## src/rtl/mfp_debouncer_multi.sv

```systemverilog
// Multi-channel debouncer: two-flop synchronizer, tick-gated stability counter
// per channel, registered edge pulses and an optional long-press detector.
module mfp_debouncer_multi #(
    parameter int               WIDTH      = 1,
    parameter int               DEPTH      = 8,
    parameter int               THRESHOLD  = 2**DEPTH-1,
    parameter int               HOLD_TICKS = 0,
    parameter logic [WIDTH-1:0] RESET_VAL  = '0
) (
    input  logic             clk,
    input  logic             resetn,
    input  logic             tick,
    input  logic [WIDTH-1:0] in,
    output logic [WIDTH-1:0] out,
    output logic [WIDTH-1:0] rise,
    output logic [WIDTH-1:0] fall,
    output logic [WIDTH-1:0] hold,
    output logic             any_change
);

    localparam logic [DEPTH-1:0] CNT_LAST = DEPTH'(THRESHOLD - 1);

    logic [WIDTH-1:0] sync1;
    logic [WIDTH-1:0] s;
    logic [WIDTH-1:0] upd;
    logic [DEPTH-1:0] cntr     [WIDTH];
    logic [DEPTH-1:0] cntr_nxt [WIDTH];

    // NOTE: every output of this block gets a default before any branch, so no latch can be inferred.
    always_comb begin
        for (int i = 0; i < WIDTH; i++) begin
            upd[i]      = 1'b0;
            cntr_nxt[i] = cntr[i];
            if (s[i] == out[i]) begin
                cntr_nxt[i] = '0;
            end else if (tick) begin
                if (cntr[i] == CNT_LAST) begin
                    upd[i]      = 1'b1;
                    cntr_nxt[i] = '0;
                end else begin
                    cntr_nxt[i] = cntr[i] + DEPTH'(1);
                end
            end
        end
    end

    // NOTE: the counter array is a handful of flops, not a RAM, so it is reset with the rest of the state.
    always_ff @(posedge clk or negedge resetn) begin
        if (!resetn) begin
            sync1      <= RESET_VAL;
            s          <= RESET_VAL;
            out        <= RESET_VAL;
            rise       <= '0;
            fall       <= '0;
            any_change <= 1'b0;
            for (int i = 0; i < WIDTH; i++) cntr[i] <= '0;
        end else begin
            sync1      <= in;
            s          <= sync1;
            out        <= out ^ upd;
            rise       <= upd & s;
            fall       <= upd & ~s;
            any_change <= |upd;
            for (int i = 0; i < WIDTH; i++) cntr[i] <= cntr_nxt[i];
        end
    end

    // Long-press: count ticks while the debounced level is high, pulse once on saturation.
    if (HOLD_TICKS > 0) begin : g_hold
        localparam int            HW       = $clog2(HOLD_TICKS + 1);
        localparam logic [HW-1:0] HOLD_MAX = HW'(HOLD_TICKS);

        logic [HW-1:0] hcnt [WIDTH];

        always_ff @(posedge clk or negedge resetn) begin
            if (!resetn) begin
                hold <= '0;
                for (int i = 0; i < WIDTH; i++) hcnt[i] <= '0;
            end else begin
                for (int i = 0; i < WIDTH; i++) begin
                    hold[i] <= 1'b0;
                    if (!out[i]) begin
                        hcnt[i] <= '0;
                    end else if (tick && hcnt[i] < HOLD_MAX) begin
                        hcnt[i] <= hcnt[i] + HW'(1);
                        hold[i] <= (hcnt[i] == HOLD_MAX - HW'(1));
                    end
                end
            end
        end
    end else begin : g_no_hold
        assign hold = '0;
    end

endmodule

```

## config.mk

```make
export PLATFORM = sky130hd
export DESIGN_NAME = mfp_debouncer_multi
export DESIGN_NICKNAME = d
export VERILOG_FILES = /design/src/rtl/mfp_debouncer_multi.sv
export SDC_FILE = /design/constraint.sdc
export NUM_CORES = 1
export LEC_CHECK = 0
export CORE_MARGIN = 5
export CORE_UTILIZATION = 46
export DETAILED_ROUTE_END_ITERATION = 6
export PLACE_DENSITY = 0.72
export REMOVE_ABC_BUFFERS = 1
export SLEW_MARGIN = 20
export SYNTH_ARGS = -nofsm -noshare
export SYNTH_HDL_FRONTEND = slang
export SYNTH_SLANG_ARGS = --single-unit
```

## constraint.sdc

```tcl
create_clock -name clk -period 4.4 [get_ports clk]
set_input_delay 0.66 -clock clk [delete_from_list [all_inputs] [get_ports clk]]
set_output_delay 0.66 -clock clk [all_outputs]
set_load 0.05 [all_outputs]
```

==> results by group, run 1 <==
Clock network
  – Max Root-Sink Buffers: 2
  – Clock Tree Root: clkbuf_4
  – Post-CTS sizing: 0
  – CTS clk-pin slew, worst paths: 0.08 ns
  – H-Tree Depth: 1
  – Inserted Clock Buffers: 3
  – Insertion delay to the later sink of the worst-skew pair: 0.28 ns
  – CTS Sinks: 14
  – Post-CTS Hold Buffers: 0
  – Setup Buffers After CTS: 0
  – CTS tree: yes

Layout
  – Diodes inserted: 0
  – Final core utilization: 0.570
  – Layout Cells excl Fill: 83
  – Layout area overhead: 13.9%
  – Most common cell after layout, fill and taps aside: dfrtp_1
  – Share of layout cells above drive strength 1: 0.132
  – Filler instances: 134
  – Final net count: 75
  – Most frequent cells in the layout: dfrtp_1 (14), clkdlybuf4s50_1 (7), nor2_1 (5)

STA
  – Max_slew headroom: 0.600
  – Skew final: 0.00296 ns
  – Max frequency: 451 MHz
  – Max-slew violation count: 0
  – RSZ-0062 raised after global routing: no
  – Setup TNS Final: 0 ns
  – Final setup viols: 0
  – Worst setup margin: 2.18 ns
  – Final Hold Fails: 0
  – Clock period minus worst slack: 2.22 ns
  – Tcrit/Tclk final: 0.504
  – Pin slew with the least headroom to its limit: 0.598 ns

GRT
  – Largest net degree at the start of global routing: 15
  – Initial antenna violation count: 0
  – Global-route usage over all layers: 0.108
  – Total gr overflow: 0
  – Wire length of the first global-routing pass: 2010 um
  – Vias in the first global route: 457

Setup path
  – Crit. End Element: primary output
  – Req. time, crit path: 3.74 ns
  – Crit path max-delay family: buffers and inverters
  – Startpoint types: flip-flop
  – CP max-delay cell: clkdlybuf4s50_1
  – Worst path cell trace: clkdlybuf4s50_1
  – Critical path type: reg2out
  – Slowest stage delay, CP: 0.84 ns
  – Critical path arrival: 1.56 ns
  – Worst path bufs/invs: 1
  – Worst Path Max Fanout: 5

Detailed routing
  – Final antenna-violating net count: 0
  – DRC errors left: 0
  – DRT iter0 DRCs: 16
  – Drt pass-1 iters: 4
  – Final wirelength: 1110 um
  – DR vias/cell: 5.69
  – Detailed-route via count: 472
  – Routed wire per std cell: 13.4 um

Pwr
  – Peak VDD IR: 148 uV
  – Power Density: 314 mW/mm^2
  – Sw Share: 0.221
  – Combinational share of power: 0.067
  – Psw: 0.0534 mW
  – Cell Int Power: 0.188 mW
  – Pleak: 0.300 nW
  – Clk pwr share: 0.374
  – Sequential share of power: 0.559

Logic synthesis
  – Synth warn: 0
  – Gate Count Post-Synth: 61
  – Asr flop ratio synth: 1.00
  – Seq/Total Area, Yosys: 0.519
  – Mapped Area: 676 sq um
  – Number of flops mapped to enable cells by yosys: 0
  – Synthesized area per cell: 11.1 sq um
  – Distinct cells, synth: 30
  – Yosys reg bits: 14
  – Synth Flop Type: dfrtp_1

Status
  – Status: complete, no violations

Floorplanning
  – Initial core utilization: 0.500
  – I/O pin cnt: 9
  – CORE AREA: 0.00135 sq mm
  – Die width: 48.3 um
  – Die Y: 48.3 um
  – Die area: 0.00234 sq mm
  – Num rows: 13

Placement
  – Hpwl dp: 768 um
  – Port bufs: 7
  – GP Congestion: 0.880
  – Placed Cells: 79
  – Setup Slack @ Placement: 2.16 ns

Flow run
  – MaxCap Viol Count: 0

Hold path
  – HP Class: reg2reg
==> metrics by stage <==
step,power (mW),hold slack (ns),cell area (sq um)
6_report,0.241,0.357,769
4_1_cts,0.244,0.358,769
3_5_place_dp,0.154,0.338,733
2_1_floorplan,0.146,0.331,644
3_3_place_gp,0.153,0.332,733
5_1_grt,0.255,0.373,769
==> routing by layer <==
| layer | GRT usage | wire (um) | share of wire |
|---|---|---|---|
| met1 | 0.142 | 485 | 0.44 |
| met2 | 0.157 | 515 | 0.46 |
| met3 | 0.0336 | 90 | 0.081 |
| met4 | 0.0553 | 20 | 0.018 |
| met5 | 0 | 0 | 0 |
==> power by group through the flow <==
stage | Sequential (mW) | Combinational (mW) | Clock, mW
final | 0.135 | 0.0161 | 0.0904
after global routing | 0.136 | 0.0181 | 0.101
after CTS | 0.135 | 0.0165 | 0.0925
after detailed placement | 0.137 | 0.0163 | 0
after global placement | 0.137 | 0.0159 | 0
after floorplan | 0.137 | 0.00866 | 0
==> path summary, 6_finish.rpt <==
check / startpoint / end / slack, ns / cells past startpoint
min reg2reg: sync1$_DFF_PN0_ / s$_DFF_PN0_ / 0.36 / 0
min: sync1$_DFF_PN0_ / s$_DFF_PN0_ / 0.36 / 0
max in group asynchronous: resetn / cntr[7]$_DFFE_PN0P_ / 3.26 / 1
min in group asynchronous: resetn / any_change$_DFF_PN0_ / 0.76 / 1
max reg2reg: flip-flop / cntr[5]$_DFFE_PN0P_ / 2.57 / 4
max: flip-flop / out / 2.18 / 1
==> flip-flops by register name, summed over array words and instances (netlist names), named ones only <==
name / flops
any_change: 1
cntr: 8
fall: 1
rise: 1
s: 1
sync1: 1
==> synth_stat cells (2+ instances only) <==
| master | count | area, sq um |
|---|---|---|
| a21oi_1 | 3 | 15.0 |
| buf_4 | 2 | 15.0 |
| dfrtp_1 | 14 | 350 |
| ha_1 | 2 | 25.0 |
| inv_1 | 2 | 7.51 |
| nand2_1 | 3 | 11.3 |
| nand3_1 | 3 | 15.0 |
| nand4_1 | 3 | 18.8 |
| nor2_1 | 5 | 18.8 |
| nor3_1 | 2 | 10.0 |
| o211ai_1 | 2 | 15.0 |
| or3_1 | 2 | 12.5 |
==> cells by family after synthesis <==
| logic type | count (synthesis) | share of synthesized area |
|---|---|---|
| AOI/OAI and AO/OA | 12 | 0.135 |
| xor gates and xnor gates | 2 | 0.0370 |
| adders and majority gates | 2 | 0.0370 |
| buffers and inverters | 6 | 0.0574 |
| DFF | 14 | 0.519 |
| muxes | 2 | 0.0333 |
| other | 1 | 0.00555 |
| and+or+nand+nor | 22 | 0.176 |
==> cell type report <==
type / instances / area, sq um / area share
clock buffers: 4 / 36.3 / 0.0472
flip-flops and latches: 14 / 350 / 0.455
well taps: 15 / 18.8 / 0.0244
multi-input cells: 41 / 287 / 0.372
repair buffers: 7 / 70.1 / 0.0911
inverters: 2 / 7.51 / 0.00976
Note: power is estimated with default switching activity, not from simulation.
==> run 2: changes to the inputs <==
Clock period 4.4 ns to 2.19 ns, I/O delays scaled along.
==> run 2 against run 1 <==
  * Setup slack worse by 1.9 ns
  * Critical endpoint unchanged
  * Largest cell class unchanged
  * Routed wire length is 0.45% lower
  * Flip-flop and latch count stayed put
  * Combinational power is 110% higher
  * Power is 84% higher
  * Global-route usage stayed put
  * Die area stayed put
  * Register-to-register slack worse by 1.9 ns
  * Via count is 1.1% higher
  * Core utilization is 0.46 points lower
==> results by group, run 2 (synthesis gave the netlist of run 1 again) <==
Status
  – Status: complete, no violations (unchanged)

STA
  – Clock period minus worst slack: 1.88 ns
  – Pin slew with the least headroom to its limit: 0.616 ns (was 0.598 ns)
  – Setup TNS Final: 0 ns (unchanged)
  – Max-slew violation count: 0 (unchanged)
  – Final Hold Fails: 0 (unchanged)
  – Final setup viols: 0 (unchanged)
  – Skew final: 0.00176 ns (was 0.00296 ns)
  – RSZ-0062 raised after global routing: no (unchanged)
  – Max_slew headroom: 0.588 (was 0.600)
  – Final Hold Slack: 0.351 ns (was 0.357 ns)
  – Tcrit/Tclk final: 0.859
  – Max frequency: 532 MHz
  – Worst setup margin: 0.310 ns (was 2.18 ns)

Detailed routing
  – DR vias/cell: 5.75 (was 5.69)
  – Final antenna-violating net count: 0 (unchanged)
  – Final wirelength: 1110 um (about the same)
  – Met3 wire length: 73 um (was 90 um)
  – WL met2: 494 um (was 515 um)
  – DRT iter0 DRCs: 11 (was 16)
  – Uppermost layer routed: met4 (unchanged)
  – Drt pass-1 iters: 4 (unchanged)
  – Routed wire per std cell: 13.3 um (was 13.4 um)
  – Detailed-route via count: 477 (was 472)
  – DRC errors left: 0 (unchanged)
  – DRT met1 WL: 520 um (was 485 um)

Clock network
  – Insertion delay to the later sink of the worst-skew pair: 0.27 ns (was 0.28 ns)
  – H-Tree Depth: 1 (unchanged)
  – Post-CTS Hold Buffers: 0 (unchanged)
  – Setup Buffers After CTS: 0 (unchanged)
  – CTS clk-pin slew, worst paths: 0.07 ns (was 0.08 ns)
  – CTS Sinks: 14 (unchanged)
  – Max Root-Sink Buffers: 2 (unchanged)
  – Clock Tree Root: clkbuf_4 (unchanged)
  – Inserted Clock Buffers: 3 (unchanged)
  – Post-CTS sizing: 0 (unchanged)
  – CTS tree: yes (unchanged)

Floorplanning
  – Die Y: 48.3 um (unchanged)
  – Num rows: 13 (unchanged)
  – CORE AREA: 0.00135 sq mm (unchanged)
  – Die area: 0.00234 sq mm (unchanged)
  – I/O pin cnt: 9 (unchanged)
  – Die width: 48.3 um (unchanged)
  – Initial core utilization: 0.500 (unchanged)

GRT
  – Global-route usage over all layers: 0.108 (unchanged)
  – Initial antenna violation count: 0 (unchanged)
  – Wire length of the first global-routing pass: 2030 um (was 2010 um)
  – Vias in the first global route: 468 (was 457)
  – Largest net degree at the start of global routing: 15 (unchanged)
  – Total gr overflow: 0 (unchanged)

Layout
  – Design area: 763 sq um (was 769 sq um)
  – Layout Cells excl Fill: 83 (unchanged)
  – Final core utilization: 0.565 (was 0.570)
  – Most common cell after layout, fill and taps aside: dfrtp_1 (unchanged)
  – Layout area overhead: 13.0% (was 13.9%)
  – Share of layout cells above drive strength 1: 0.132 (unchanged)
  – Diodes inserted: 0 (unchanged)
  – Most frequent cells in the layout: dfrtp_1 (14), clkdlybuf4s50_1 (7), nor2_1 (5) (unchanged)
  – Filler instances: 114 (was 134)
  – Multi-input gate area: 287 sq um (unchanged)
  – Final net count: 76 (was 75)
  – Largest register by flop count: cntr (unchanged)
  – Max FFs per register: 8 (unchanged)
  – Register area: 350 sq um (unchanged)

Setup path
  – Crit path max-delay family: buffers and inverters (unchanged)
  – CP max-delay cell: clkdlybuf4s50_1 (unchanged)
  – Worst path cell trace: clkdlybuf4s50_1 (unchanged)
  – Worst Path Max Fanout: 5 (unchanged)
  – Worst path bufs/invs: 1 (unchanged)
  – Critical path arrival: 1.55 ns (was 1.56 ns)
  – Req. time, crit path: 1.86 ns (was 3.74 ns)
  – Critical path type: reg2out (unchanged)
  – Slowest stage delay, CP: 0.84 ns (about the same)
  – Startpoint types: flip-flop (unchanged)
  – Crit. End Element: primary output (unchanged)

Pwr
  – Total power: 0.445 mW (was 0.241 mW)
  – Pleak: 0.298 nW (was 0.300 nW)
  – Power Density: 582 mW/mm^2 (was 314 mW/mm^2)
  – Peak VDD IR: 281 uV (was 148 uV)

Flow run
  – MaxCap Viol Count: 0 (unchanged)

Hold path
  – HP Class: reg2reg (unchanged)

Placement
  – Hpwl dp: 843 um (was 768 um)
  – Placement Cell Area: 741 sq um (was 733 sq um)
  – Setup Slack @ Placement: 0.256 ns (was 2.16 ns)
  – Port bufs: 7 (unchanged)
  – GP Congestion: 0.825 (was 0.880)
  – Placed Cells: 80 (was 79)
==> run 2: cell count changes in the layout (fill, tap and decap cells not counted) <==
cell      change
clkbuf_8      -1
buf_4         +1
==> run 2: per-layer routing <==
| metal | vias up | GRT usage |
|---|---|---|
| met5 | - | 0 |
| met4 | 0 | 0.0553 |
| met3 | 4 | 0.0245 |
| met2 | 15 | 0.154 |
| met1 | 225 | 0.149 |
| li1 | 233 | - |
==> run 2: final timing paths <==
path,end,depth (start not counted),startpoint,slack [ns]
min reg2reg,s$_DFF_PN0_,0,sync1$_DFF_PN0_,0.35
min,s$_DFF_PN0_,0,sync1$_DFF_PN0_,0.35
max in group asynchronous,s$_DFF_PN0_,1,resetn,1.36
max,out,1,flip-flop,0.31
max reg2reg,flip-flop,5,cntr[0]$_DFFE_PN0P_,0.64
min in group asynchronous,cntr[7]$_DFFE_PN0P_,1,resetn,0.43
==> run 2: cell type report <==
type / instances / area share
clock buffers: 3 / 0.0295
repair buffers: 8 / 0.102
flip-flops and latches: 14 / 0.459
multi-input cells: 41 / 0.375
inverters: 2 / 0.00984
well taps: 15 / 0.0246
==> run 2: power by group <==
group / internal [mW] / switching [mW] / leakage, nW / total (mW)
Sequential: 0.264 / 0.00697 / 0.189 / 0.271
Clock: 0.0637 / 0.0763 / 0.0138 / 0.140
Combinational: 0.0133 / 0.0202 / 0.0951 / 0.0335
